--- config.mk ---
export PLATFORM = sky130hd
export DESIGN_NAME = tl_mem_arb
export DESIGN_NICKNAME = d
export VERILOG_FILES = /design/src/rtl/tl_mem_arb.sv
export SDC_FILE = /design/constraint.sdc
export NUM_CORES = 1
export LEC_CHECK = 0
export CAP_MARGIN = 20
export CORE_AREA = 2 2 411 413
export DETAILED_ROUTE_END_ITERATION = 10
export DIE_AREA = 0 0 413 415
export PLACE_DENSITY_LB_ADDON = 0.12
export SYNTH_ARGS = -nofsm -noshare
export SYNTH_HDL_FRONTEND = slang
export SYNTH_SLANG_ARGS = --single-unit
--- constraint.sdc ---
create_clock -name clk -period 4.06 [get_ports clk]
set_input_delay 0.609 -clock clk [delete_from_list [all_inputs] [get_ports clk]]
set_output_delay 0.609 -clock clk [all_outputs]
set_load 0.01 [all_outputs]
--- src/rtl/tl_mem_arb.sv ---
// Two-requester TileLink-UL arbiter in front of tl_mem: one transaction outstanding,
// grant locked from first A beat to last D beat, D beats routed back to the owner.
module tl_mem_arb #(
  parameter int RR_EN = 1
) (
  input  logic         clk,
  input  logic         rst,

  input  logic [2:0]   tlslv0_a_opcode,
  input  logic [2:0]   tlslv0_a_param,
  input  logic [7:0]   tlslv0_a_size,
  input  logic [2:0]   tlslv0_a_source,
  input  logic [31:0]  tlslv0_a_address,
  input  logic [15:0]  tlslv0_a_mask,
  input  logic [127:0] tlslv0_a_data,
  input  logic         tlslv0_a_corrupt,
  input  logic         tlslv0_a_valid,
  output logic         tlslv0_a_ready,
  output logic [2:0]   tlslv0_d_opcode,
  output logic [1:0]   tlslv0_d_param,
  output logic [7:0]   tlslv0_d_size,
  output logic [2:0]   tlslv0_d_source,
  output logic [2:0]   tlslv0_d_sink,
  output logic         tlslv0_d_denied,
  output logic [127:0] tlslv0_d_data,
  output logic         tlslv0_d_corrupt,
  output logic         tlslv0_d_valid,
  input  logic         tlslv0_d_ready,

  input  logic [2:0]   tlslv1_a_opcode,
  input  logic [2:0]   tlslv1_a_param,
  input  logic [7:0]   tlslv1_a_size,
  input  logic [2:0]   tlslv1_a_source,
  input  logic [31:0]  tlslv1_a_address,
  input  logic [15:0]  tlslv1_a_mask,
  input  logic [127:0] tlslv1_a_data,
  input  logic         tlslv1_a_corrupt,
  input  logic         tlslv1_a_valid,
  output logic         tlslv1_a_ready,
  output logic [2:0]   tlslv1_d_opcode,
  output logic [1:0]   tlslv1_d_param,
  output logic [7:0]   tlslv1_d_size,
  output logic [2:0]   tlslv1_d_source,
  output logic [2:0]   tlslv1_d_sink,
  output logic         tlslv1_d_denied,
  output logic [127:0] tlslv1_d_data,
  output logic         tlslv1_d_corrupt,
  output logic         tlslv1_d_valid,
  input  logic         tlslv1_d_ready,

  output logic [2:0]   tlmst_a_opcode,
  output logic [2:0]   tlmst_a_param,
  output logic [7:0]   tlmst_a_size,
  output logic [2:0]   tlmst_a_source,
  output logic [31:0]  tlmst_a_address,
  output logic [15:0]  tlmst_a_mask,
  output logic [127:0] tlmst_a_data,
  output logic         tlmst_a_corrupt,
  output logic         tlmst_a_valid,
  input  logic         tlmst_a_ready,
  input  logic [2:0]   tlmst_d_opcode,
  input  logic [1:0]   tlmst_d_param,
  input  logic [7:0]   tlmst_d_size,
  input  logic [2:0]   tlmst_d_source,
  input  logic [2:0]   tlmst_d_sink,
  input  logic         tlmst_d_denied,
  input  logic [127:0] tlmst_d_data,
  input  logic         tlmst_d_corrupt,
  input  logic         tlmst_d_valid,
  output logic         tlmst_d_ready
);

  localparam logic [2:0] OP_PUT_FULL = 3'd0;
  localparam logic [2:0] OP_PUT_PART = 3'd1;
  localparam logic [2:0] OP_GET      = 3'd4;

  typedef enum logic [1:0] {IDLE, A_BURST, WAIT_D} state_t;

  state_t     state;
  logic       owner;
  logic       rr;
  logic [7:0] a_left;
  logic [7:0] d_left;

  logic       gnt;
  logic       sel;
  logic       a_en;
  logic       d_en;
  logic       a_hs;
  logic       d_hs;
  logic [7:0] first_a_beats;
  logic [7:0] first_d_beats;

  function automatic logic [7:0] beats(input logic [7:0] size);
    logic [7:0] b;
    if (size <= 8'd4) b = 8'd1;
    else              b = 8'd1 << (size - 8'd4);
    return b;
  endfunction

  always_comb begin
    gnt = 1'b0;
    if (tlslv0_a_valid && tlslv1_a_valid) gnt = (RR_EN != 0) ? !rr : 1'b0;
    else if (tlslv1_a_valid)              gnt = 1'b1;
    sel  = (state == IDLE) ? gnt : owner;
    // A is closed while waiting for D so tl_mem never sees a second transaction.
    a_en = !rst && (state != WAIT_D);
    d_en = !rst && (state != IDLE);
  end

  always_comb begin
    if (sel) begin
      tlmst_a_opcode  = tlslv1_a_opcode;
      tlmst_a_param   = tlslv1_a_param;
      tlmst_a_size    = tlslv1_a_size;
      tlmst_a_source  = tlslv1_a_source;
      tlmst_a_address = tlslv1_a_address;
      tlmst_a_mask    = tlslv1_a_mask;
      tlmst_a_data    = tlslv1_a_data;
      tlmst_a_corrupt = tlslv1_a_corrupt;
    end else begin
      tlmst_a_opcode  = tlslv0_a_opcode;
      tlmst_a_param   = tlslv0_a_param;
      tlmst_a_size    = tlslv0_a_size;
      tlmst_a_source  = tlslv0_a_source;
      tlmst_a_address = tlslv0_a_address;
      tlmst_a_mask    = tlslv0_a_mask;
      tlmst_a_data    = tlslv0_a_data;
      tlmst_a_corrupt = tlslv0_a_corrupt;
    end
    tlmst_a_valid  = a_en && (sel ? tlslv1_a_valid : tlslv0_a_valid);
    tlslv0_a_ready = a_en && !sel && tlmst_a_ready;
    tlslv1_a_ready = a_en &&  sel && tlmst_a_ready;
    tlmst_d_ready  = d_en && (owner ? tlslv1_d_ready : tlslv0_d_ready);
    tlslv0_d_valid = d_en && !owner && tlmst_d_valid;
    tlslv1_d_valid = d_en &&  owner && tlmst_d_valid;
    a_hs = tlmst_a_valid && tlmst_a_ready;
    d_hs = tlmst_d_valid && tlmst_d_ready;
    if (tlmst_a_opcode == OP_PUT_FULL || tlmst_a_opcode == OP_PUT_PART)
      first_a_beats = beats(tlmst_a_size);
    else
      first_a_beats = 8'd1;
    first_d_beats = (tlmst_a_opcode == OP_GET) ? beats(tlmst_a_size) : 8'd1;
  end

  // D payload is broadcast; only the owner ever sees d_valid.
  assign tlslv0_d_opcode  = tlmst_d_opcode;
  assign tlslv0_d_param   = tlmst_d_param;
  assign tlslv0_d_size    = tlmst_d_size;
  assign tlslv0_d_source  = tlmst_d_source;
  assign tlslv0_d_sink    = tlmst_d_sink;
  assign tlslv0_d_denied  = tlmst_d_denied;
  assign tlslv0_d_data    = tlmst_d_data;
  assign tlslv0_d_corrupt = tlmst_d_corrupt;
  assign tlslv1_d_opcode  = tlmst_d_opcode;
  assign tlslv1_d_param   = tlmst_d_param;
  assign tlslv1_d_size    = tlmst_d_size;
  assign tlslv1_d_source  = tlmst_d_source;
  assign tlslv1_d_sink    = tlmst_d_sink;
  assign tlslv1_d_denied  = tlmst_d_denied;
  assign tlslv1_d_data    = tlmst_d_data;
  assign tlslv1_d_corrupt = tlmst_d_corrupt;

  always_ff @(posedge clk) begin
    if (rst) begin
      state  <= IDLE;
      owner  <= 1'b0;
      rr     <= 1'b1;
      a_left <= '0;
      d_left <= '0;
    end else begin
      case (state)
        IDLE: begin
          if (a_hs) begin
            owner  <= gnt;
            rr     <= gnt;
            a_left <= first_a_beats - 8'd1;
            d_left <= first_d_beats;
            state  <= (first_a_beats > 8'd1) ? A_BURST : WAIT_D;
          end
        end
        A_BURST: begin
          if (a_hs) begin
            a_left <= a_left - 8'd1;
            if (a_left == 8'd1) state <= WAIT_D;
          end
          if (d_hs) d_left <= d_left - 8'd1;
        end
        WAIT_D: begin
          if (d_hs) begin
            d_left <= d_left - 8'd1;
            if (d_left <= 8'd1) state <= IDLE;
          end
        end
        default: state <= IDLE;
      endcase
    end
  end

endmodule

==> results of run 1 <==
[logic make-up (layout without fill, tap and decap cells)]
group / Yosys count / after routing / synth area share
multiplexers: 7 / 7 / 0.01068
adder cells (fa/ha/maj): 12 / 12 / 0.02211
buffers and inverters: 374 / 677 / 0.3813
AO/OA/AOI/OAI: 85 / 85 / 0.08544
flip-flops: 20 / 20 / 0.05996
XOR/XNOR: 6 / 6 / 0.007870
other: 0 / 5 / 0
AND/OR/NAND/NOR: 712 / 712 / 0.4326
[worst max-delay path, stage by stage]
cell and delay [ns]:
sky130_fd_sc_hd__clkdlybuf4s50_1 0.43, sky130_fd_sc_hd__and2_4 0.18, sky130_fd_sc_hd__o21a_4 0.23, sky130_fd_sc_hd__mux2i_1 0.15, sky130_fd_sc_hd__ha_1 0.26, sky130_fd_sc_hd__buf_4 0.15
sky130_fd_sc_hd__o21ai_0 0.26, sky130_fd_sc_hd__mux2i_1 0.12, sky130_fd_sc_hd__buf_4 0.17, sky130_fd_sc_hd__a22oi_4 0.18, sky130_fd_sc_hd__nand2_4 0.06, sky130_fd_sc_hd__nor2_1 0.09
sky130_fd_sc_hd__nand2_1 0.09, sky130_fd_sc_hd__ha_1 0.26, sky130_fd_sc_hd__buf_4 0.16, sky130_fd_sc_hd__nand3_1 0.06, sky130_fd_sc_hd__o22ai_1 0.07, sky130_fd_sc_hd__o21ai_0 0.24
sky130_fd_sc_hd__a31oi_1 0.11
[area by class of cell]
cell class              count  share of cell area
clock inverters             1            0.002211
inverters                  19            0.005250
multi-input cells         822              0.2767
flip-flops and latches     20             0.02947
repair buffers            654              0.4769
clock buffers               3            0.005526
well taps                2204              0.2030
diodes                      5           0.0009211
[layer usage]
metal | vias up | wire length [microns] | global-route usage
met5 | - | 327 | 0.02205
met4 | 16 | 1045 | 0.008505
met3 | 106 | 11910 | 0.05904
met2 | 769 | 35590 | 0.1408
met1 | 3768 | 32160 | 0.1024
li1 | 4133 | - | -
[synth_stat cells (2+ instances only)]
| library cell | n | area share |
|---|---|---|
| sky130_fd_sc_hd__a31oi_1 | 11 | 0.010 |
| sky130_fd_sc_hd__mux2i_1 | 6 | 0.0090 |
| sky130_fd_sc_hd__nand3_1 | 12 | 0.0090 |
| sky130_fd_sc_hd__o31a_1 | 2 | 0.0026 |
| sky130_fd_sc_hd__nor4_1 | 9 | 0.0084 |
| sky130_fd_sc_hd__a211oi_1 | 3 | 0.0034 |
| sky130_fd_sc_hd__and3_1 | 5 | 0.0047 |
| sky130_fd_sc_hd__and2_1 | 6 | 0.0056 |
| sky130_fd_sc_hd__nand4_1 | 2 | 0.0019 |
| sky130_fd_sc_hd__ha_1 | 11 | 0.021 |
| sky130_fd_sc_hd__or3_1 | 4 | 0.0037 |
| sky130_fd_sc_hd__buf_2 | 4 | 0.0030 |
| sky130_fd_sc_hd__xnor2_1 | 4 | 0.0052 |
| sky130_fd_sc_hd__a21o_1 | 3 | 0.0034 |
| sky130_fd_sc_hd__a21oi_1 | 16 | 0.012 |
| sky130_fd_sc_hd__buf_6 | 2 | 0.0034 |
| sky130_fd_sc_hd__o211ai_1 | 2 | 0.0022 |
| sky130_fd_sc_hd__buf_4 | 299 | 0.34 |
| sky130_fd_sc_hd__nand2b_1 | 4 | 0.0037 |
| sky130_fd_sc_hd__o221ai_1 | 2 | 0.0026 |
| sky130_fd_sc_hd__a221oi_1 | 2 | 0.0026 |
| sky130_fd_sc_hd__a211o_1 | 2 | 0.0026 |
| sky130_fd_sc_hd__xor2_1 | 2 | 0.0026 |
| sky130_fd_sc_hd__o21a_1 | 3 | 0.0034 |
| sky130_fd_sc_hd__o21ai_0 | 23 | 0.017 |
| sky130_fd_sc_hd__inv_1 | 19 | 0.011 |
| sky130_fd_sc_hd__and4_1 | 2 | 0.0026 |
| sky130_fd_sc_hd__dfxtp_1 | 20 | 0.060 |
| sky130_fd_sc_hd__nand2_1 | 598 | 0.34 |
| sky130_fd_sc_hd__nor2_1 | 36 | 0.020 |
| sky130_fd_sc_hd__clkbuf_1 | 48 | 0.027 |
| sky130_fd_sc_hd__o31ai_1 | 2 | 0.0022 |
| sky130_fd_sc_hd__nor2b_1 | 3 | 0.0028 |
| sky130_fd_sc_hd__nor3_1 | 16 | 0.012 |
| sky130_fd_sc_hd__o22ai_1 | 3 | 0.0028 |
| sky130_fd_sc_hd__buf_1 | 2 | 0.0011 |
[power by group through the flow]
| stage | Sequential [uW] | Combinational (uW) | Clock, uW |
|---|---|---|---|
| floorplan | 264 | 1420 | 0 |
| global route | 282 | 3190 | 319 |
| finish | 274 | 2910 | 299 |
| detailed placement | 280 | 2970 | 0 |
| CTS | 276 | 2990 | 315 |
| global placement | 283 | 3010 | 0 |
[worst max path at each step]
stage / start / end / cells after the start
after global placement: tlslv0_a_valid / a_left[6] / 16
after detailed placement: tlslv0_a_valid / a_left[4] / 17
final: tlslv0_a_valid / a_left[4] / 19
after floorplan: state[0] / a_left[6] / 22
after CTS: tlslv0_a_valid / a_left[4] / 17
after global routing: tlslv0_a_valid / a_left[4] / 17
[through the flow]
stage | setup WS [ns] | hold WS (ns) | util | instance area (sq um)
after floorplan | 0.08942 | 0.4443 | - | 6678
after global placement | 0.02863 | 0.5055 | 0.08073 | 13450
after detailed placement | -0.06675 | 0.4846 | 0.08073 | 13450
after CTS | 0.2226 | 0.5061 | 0.08136 | 13560
after global routing | 0.02415 | 0.5280 | 0.08145 | 13570
final | 0.3188 | 0.5123 | 0.08151 | 13580
[timing repair]
item | 4_1_cts | 5_1_grt
gates resized for setup | 0 | 3
endpoints found under the hold margin | 0 | 0
setup endpoints to repair | 0 | 2
[flip-flops by register name, indices dropped and copies added, names as in the netlist]
register	cells
a_left	8
rr	1
d_left	8
owner	1
state	2
==> flow_summary_export.csv, run 1 <==
group,metric,value,unit
status,outcome,"completed",
power_and_ir_drop,share_seq_of_total_power,0.079,
placement,detailed_place_hpwl,73.42,mm
clock_network,cts.sinks,20,
critical_path,crit_path_end_kind,"flop",
placement,placement.io_buffers,595,
synth,syn-cell-area,6678,sq um
power_and_ir_drop,post-layout-total-power,3489,uW
sta,headroom_to_the_max_slew_limit,0.5094,
critical_path,reg2reg_depth,20,
floorplanning,chip_width,413,microns
synth,post_synth_inst_count,1216,
global_routing,grt_first_pass_wirelength,101.4,mm
critical_path,r2r-end,"a_left[4]",
power_and_ir_drop,switching_share,0.4705,
floorplanning,area_enclosed_by_the_die_boundary,171400,sq um
synth,ys_warn_count,0,
routing,detailroute.via_count,8792,
layout,layout_commonest_cell,"sky130_fd_sc_hd__nand2_1",
power_and_ir_drop,comb_power_share,0.836,
sta,timing_hold_violations_final,0,
clock_network,cts_setup_buffers,0,
placement,placedCellCount,3719,
layout,instances_no_fill,3728,
synth,avgSynthCellArea,5.491,sq um
global_routing,first_global_vias,9219,
power_and_ir_drop,internal_power,1847,uW
power_and_ir_drop,net-switching-power,1642,uW
global_routing,grt_start_max_net_pins,74,
sta,final_max_slew_viol_count,0,
routing,ant_nets,0,
synth,synth_enable_flop_cells,0,
clock_network,ctsRootBufferMaster,"sky130_fd_sc_hd__clkbuf_16",
hold_path,hold_depth,2,
floorplanning,io-pin-count,1043,
synth,synth-async-reset-ratio,0,
routing,post-route-drc-count,0,
power_and_ir_drop,power-per-cell-area,256.8,nW/um^2
layout,layout.filler_cells,19780,
floorplanning,floorplan.core_area,166700,sq um
clock_network,tritoncts.num_buffers,3,
hold_path,timing.hold.worst_endpoint,"d_left[5]",
routing,route.final.wire_length,81.04,mm
layout,post_layout_nets,2076,
layout,areaGrowthSynthToFinish,103.4,%
clock_network,holdBufCountCts,0,
synth,mappedNetlistNets,1772,
sta,max_clock_skew,0.007760,ns
hold_path,hold_path_class,"reg2reg",
hold_path,min-delay-start,"d_left[5]",
global_routing,antenna_found_initial,39,
clock_network,tritoncts_clock_tree,"yes",
layout,layout_cell_share_with_drive_strength_beyond_1,0.05464,
routing,via_per_inst,2.358,
clock_network,cts.path.max_buffers,2,
sta,timing.final.crit_period,3.741,ns
routing,drt_iter0_markers,475,
power_and_ir_drop,ir_drop,0.1299,mV
critical_path,worstSetupStartpointType,"input port",
clock_network,h-tree-depth,1,
layout,layout.area.seq,400.4,sq um
floorplanning,rows,150,
placement,gp_routability_congestion,0.7950,
global_routing,grt_overflow_total,0,
critical_path,worstSetupPathType,"in2reg",
sta,finalSetupViolCount,0,
layout,most_used_cells_in_the_layout_excluding_fill_and_tap_cells,"sky130_fd_sc_hd__nand2_1 (598), sky130_fd_sc_hd__clkdlybuf4s50_1 (592), sky130_fd_sc_hd__buf_4 (55), sky130_fd_sc_hd__nor2_1 (36), sky130_fd_sc_hd__o21ai_0 (23)",
floorplanning,floorplan.die.height,415,microns
clock_network,worst_skew_pair.late_latency,0.27,ns
sta,fin_crit_sh,0.9215,
critical_path,arrival,3.90,ns
clock_network,worst_setup_hold_path_clk_slew,0.07,ns
sta,slew_of_the_pin_with_the_lowest_slew_margin,0.7325,ns
run,max_cap_viols,0,
layout,multi_input_comb_area,3759,sq um
sta,final.setup.tns,0,ns
critical_path,critical_path.reg2reg.startpoint,"state[0]",
critical_path,ff2ff_setup_slack,0.46,ns
synth,ys_dominant_reg_cell,"sky130_fd_sc_hd__dfxtp_1",
power_and_ir_drop,leakage_power_figure,0.005160,uW
power_and_ir_drop,power_frac_clock,0.086,
synth,sequential_fraction_of_the_synthesis_area,0.05996,
routing,route.detailed.wl_per_inst,21.74,microns
synth,yosysUniqueCellTypes,64,
critical_path,required,4.22,ns
routing,drt_pass1_iterations,7,
floorplanning,floorplan.initialDensity,0.04007,
critical_path,max_fanout_on_critical_path,5,
global_routing,grt.total_usage,0.08965,
synth,synth-seq-cells,20,
sta,grt_setup_unrepaired,"false",
sta,maxClockFrequency,267.3,MHz
Power figures use the tool's default switching activity.
==> inputs of run 2 (changes only) <==
--- a/config.mk
+++ b/config.mk
@@ -10,6 +10,8 @@
 export DETAILED_ROUTE_END_ITERATION = 10
 export DIE_AREA = 0 0 413 415
 export PLACE_DENSITY_LB_ADDON = 0.12
+export SETUP_SLACK_MARGIN = 0.05
 export SYNTH_ARGS = -nofsm -noshare
 export SYNTH_HDL_FRONTEND = slang
 export SYNTH_SLANG_ARGS = --single-unit
+export TNS_END_PERCENT = 100
==> run 2 against run 1 <==
Net effect:
- design area is the same
- largest cell class unchanged
- largest power group unchanged
- fmax grew 1.1%
- wire length is essentially flat
- first-iteration DRC count grew 0.42%
- highest routed layer unchanged
- register-to-register slack is essentially flat
- clock-buffer cell count is the same
==> flow_summary_export.csv, run 2 (same netlist as run 1, synthesis figures left out) <==
group,metric,value,unit
status,outcome,"completed",
sta,headroom_to_the_max_slew_limit,0.5094,
sta,timing.final.crit_period,3.702,ns
critical_path,worstSetupStartpointType,"input port",
floorplanning,floorplan.initialDensity,0.04007,
floorplanning,area_enclosed_by_the_die_boundary,171400,sq um
layout,post_layout_nets,2076,
routing,route.final.wire_length,81.04,mm
floorplanning,floorplan.die.height,415,microns
routing,route.detailed.wl_per_inst,21.74,microns
sta,max_clock_skew,0.007760,ns
clock_network,cts.path.max_buffers,2,
clock_network,worst_skew_pair.late_latency,0.27,ns
sta,fin_worst_hold_slack,0.5123,ns
routing,detailroute.via_count,8796,
clock_network,cts.sinks,20,
floorplanning,io-pin-count,1043,
sta,finalSetupViolCount,0,
global_routing,first_global_vias,9219,
floorplanning,chip_width,413,microns
sta,final.setup.tns,0,ns
placement,gp_routability_congestion,0.7950,
sta,maxClockFrequency,270.1,MHz
routing,drt_pass1_iterations,7,
run,max_cap_viols,0,
clock_network,tritoncts.num_buffers,3,
critical_path,required,3.45,ns
sta,slew_of_the_pin_with_the_lowest_slew_margin,0.7325,ns
placement,placement.io_buffers,595,
clock_network,worst_setup_hold_path_clk_slew,0.07,ns
global_routing,grt_overflow_total,0,
sta,timing_hold_violations_final,0,
power_and_ir_drop,leakage_power_figure,0.005160,uW
layout,largest_registers,"a_left x8, d_left x8, state x2",
routing,via_per_inst,2.359,
layout,layout_commonest_cell,"sky130_fd_sc_hd__nand2_1",
critical_path,arrival,3.09,ns
hold_path,hold_path_class,"reg2reg",
layout,fin_util,0.08151,
sta,grt_setup_unrepaired,"false",
critical_path,max_fanout_on_critical_path,57,
placement,placedCellCount,3719,
global_routing,grt_start_max_net_pins,74,
power_and_ir_drop,ir_drop,0.1299,mV
global_routing,antenna_found_initial,39,
sta,fin_crit_sh,0.9119,
clock_network,h-tree-depth,1,
layout,most_used_cells_in_the_layout_excluding_fill_and_tap_cells,"sky130_fd_sc_hd__nand2_1 (598), sky130_fd_sc_hd__clkdlybuf4s50_1 (592), sky130_fd_sc_hd__buf_4 (55), sky130_fd_sc_hd__nor2_1 (36), sky130_fd_sc_hd__o21ai_0 (21)",
routing,drt_iter0_markers,477,
sta,final_max_slew_viol_count,0,
layout,layout.filler_cells,19780,
critical_path,worstSetupPathType,"in2out",
clock_network,holdBufCountCts,0,
placement,detailed_place_hpwl,73.42,mm
layout,areaGrowthSynthToFinish,103.4,%
layout,instances_no_fill,3728,
routing,ant_nets,0,
clock_network,tritoncts_clock_tree,"yes",
layout,layout_cell_share_with_drive_strength_beyond_1,0.05464,
global_routing,grt.total_usage,0.08965,
clock_network,ctsRootBufferMaster,"sky130_fd_sc_hd__clkbuf_16",
global_routing,grt_first_pass_wirelength,101.4,mm
power_and_ir_drop,power-per-cell-area,256.9,nW/um^2
floorplanning,rows,150,
floorplanning,floorplan.core_area,166700,sq um
critical_path,crit_path_end_kind,"primary output",
routing,post-route-drc-count,0,
[run 2: area by class of cell]
type	instances	area, sq um	share of cell area
clock inverters	1	30.03	0.002211
diodes	5	12.51	0.0009211
flip-flops and latches	20	400.4	0.02947
multi-input cells	822	3759	0.2767
inverters	19	71.32	0.005250
clock buffers	3	75.07	0.005526
well taps	2204	2758	0.2030
repair buffers	654	6479	0.4769
[run 2: path summary, 6_finish.rpt]
kind	to	slack, ns	cells after the start	start
hold reg to reg	d_left[5]	0.51	2	d_left[5]
setup reg to reg	a_left[4]	0.47	19	state[1]
setup / recovery	tlmst_a_data[113]	0.36	10	tlslv0_a_valid
hold / removal	d_left[5]	0.51	2	d_left[5]
[run 2: where the power goes]
part | leakage [uW] | internal, uW | total [uW] | switching [uW]
logic | 0.00495 | 1420 | 2920 | 1500
clock network | 0.0000511 | 197 | 299 | 103
registers | 0.000163 | 232 | 274 | 42.4
[run 2: worst max-delay path, cell delays in order]
cell and delay (ns):
sky130_fd_sc_hd__clkdlybuf4s50_1 0.43, sky130_fd_sc_hd__and2_4 0.18, sky130_fd_sc_hd__buf_4 0.15, sky130_fd_sc_hd__o21ai_4 0.21, sky130_fd_sc_hd__buf_12 0.20, sky130_fd_sc_hd__buf_12 0.27
sky130_fd_sc_hd__buf_4 0.21, sky130_fd_sc_hd__nand2_1 0.07, sky130_fd_sc_hd__nand2_1 0.13, sky130_fd_sc_hd__clkdlybuf4s50_1 0.56
[run 2: what timing repair did]
item	4_1_cts	5_1_grt
setup endpoints to repair	0	3
buffers inserted	0	0
gates resized for setup	0	5
[run 2: through the flow]
stage	setup WS [ns]	cell area [sq um]	total power [uW]
3_5_place_dp	-0.06675	13450	3245
3_3_place_gp	0.02863	13450	3298
6_report	0.3578	13580	3489
2_1_floorplan	0.08942	6678	1686
5_1_grt	0.07925	13570	3794
4_1_cts	0.2226	13560	3580
[run 2: routing by layer]
layer | wire length (microns) | up-vias | track usage | share of wire
li1 | - | 4133 | - | -
met1 | 32160 | 3772 | 0.1024 | 0.40
met2 | 35600 | 769 | 0.1408 | 0.44
met3 | 11910 | 106 | 0.05904 | 0.15
met4 | 1045 | 16 | 0.008505 | 0.013
met5 | 327 | - | 0.02205 | 0.0040
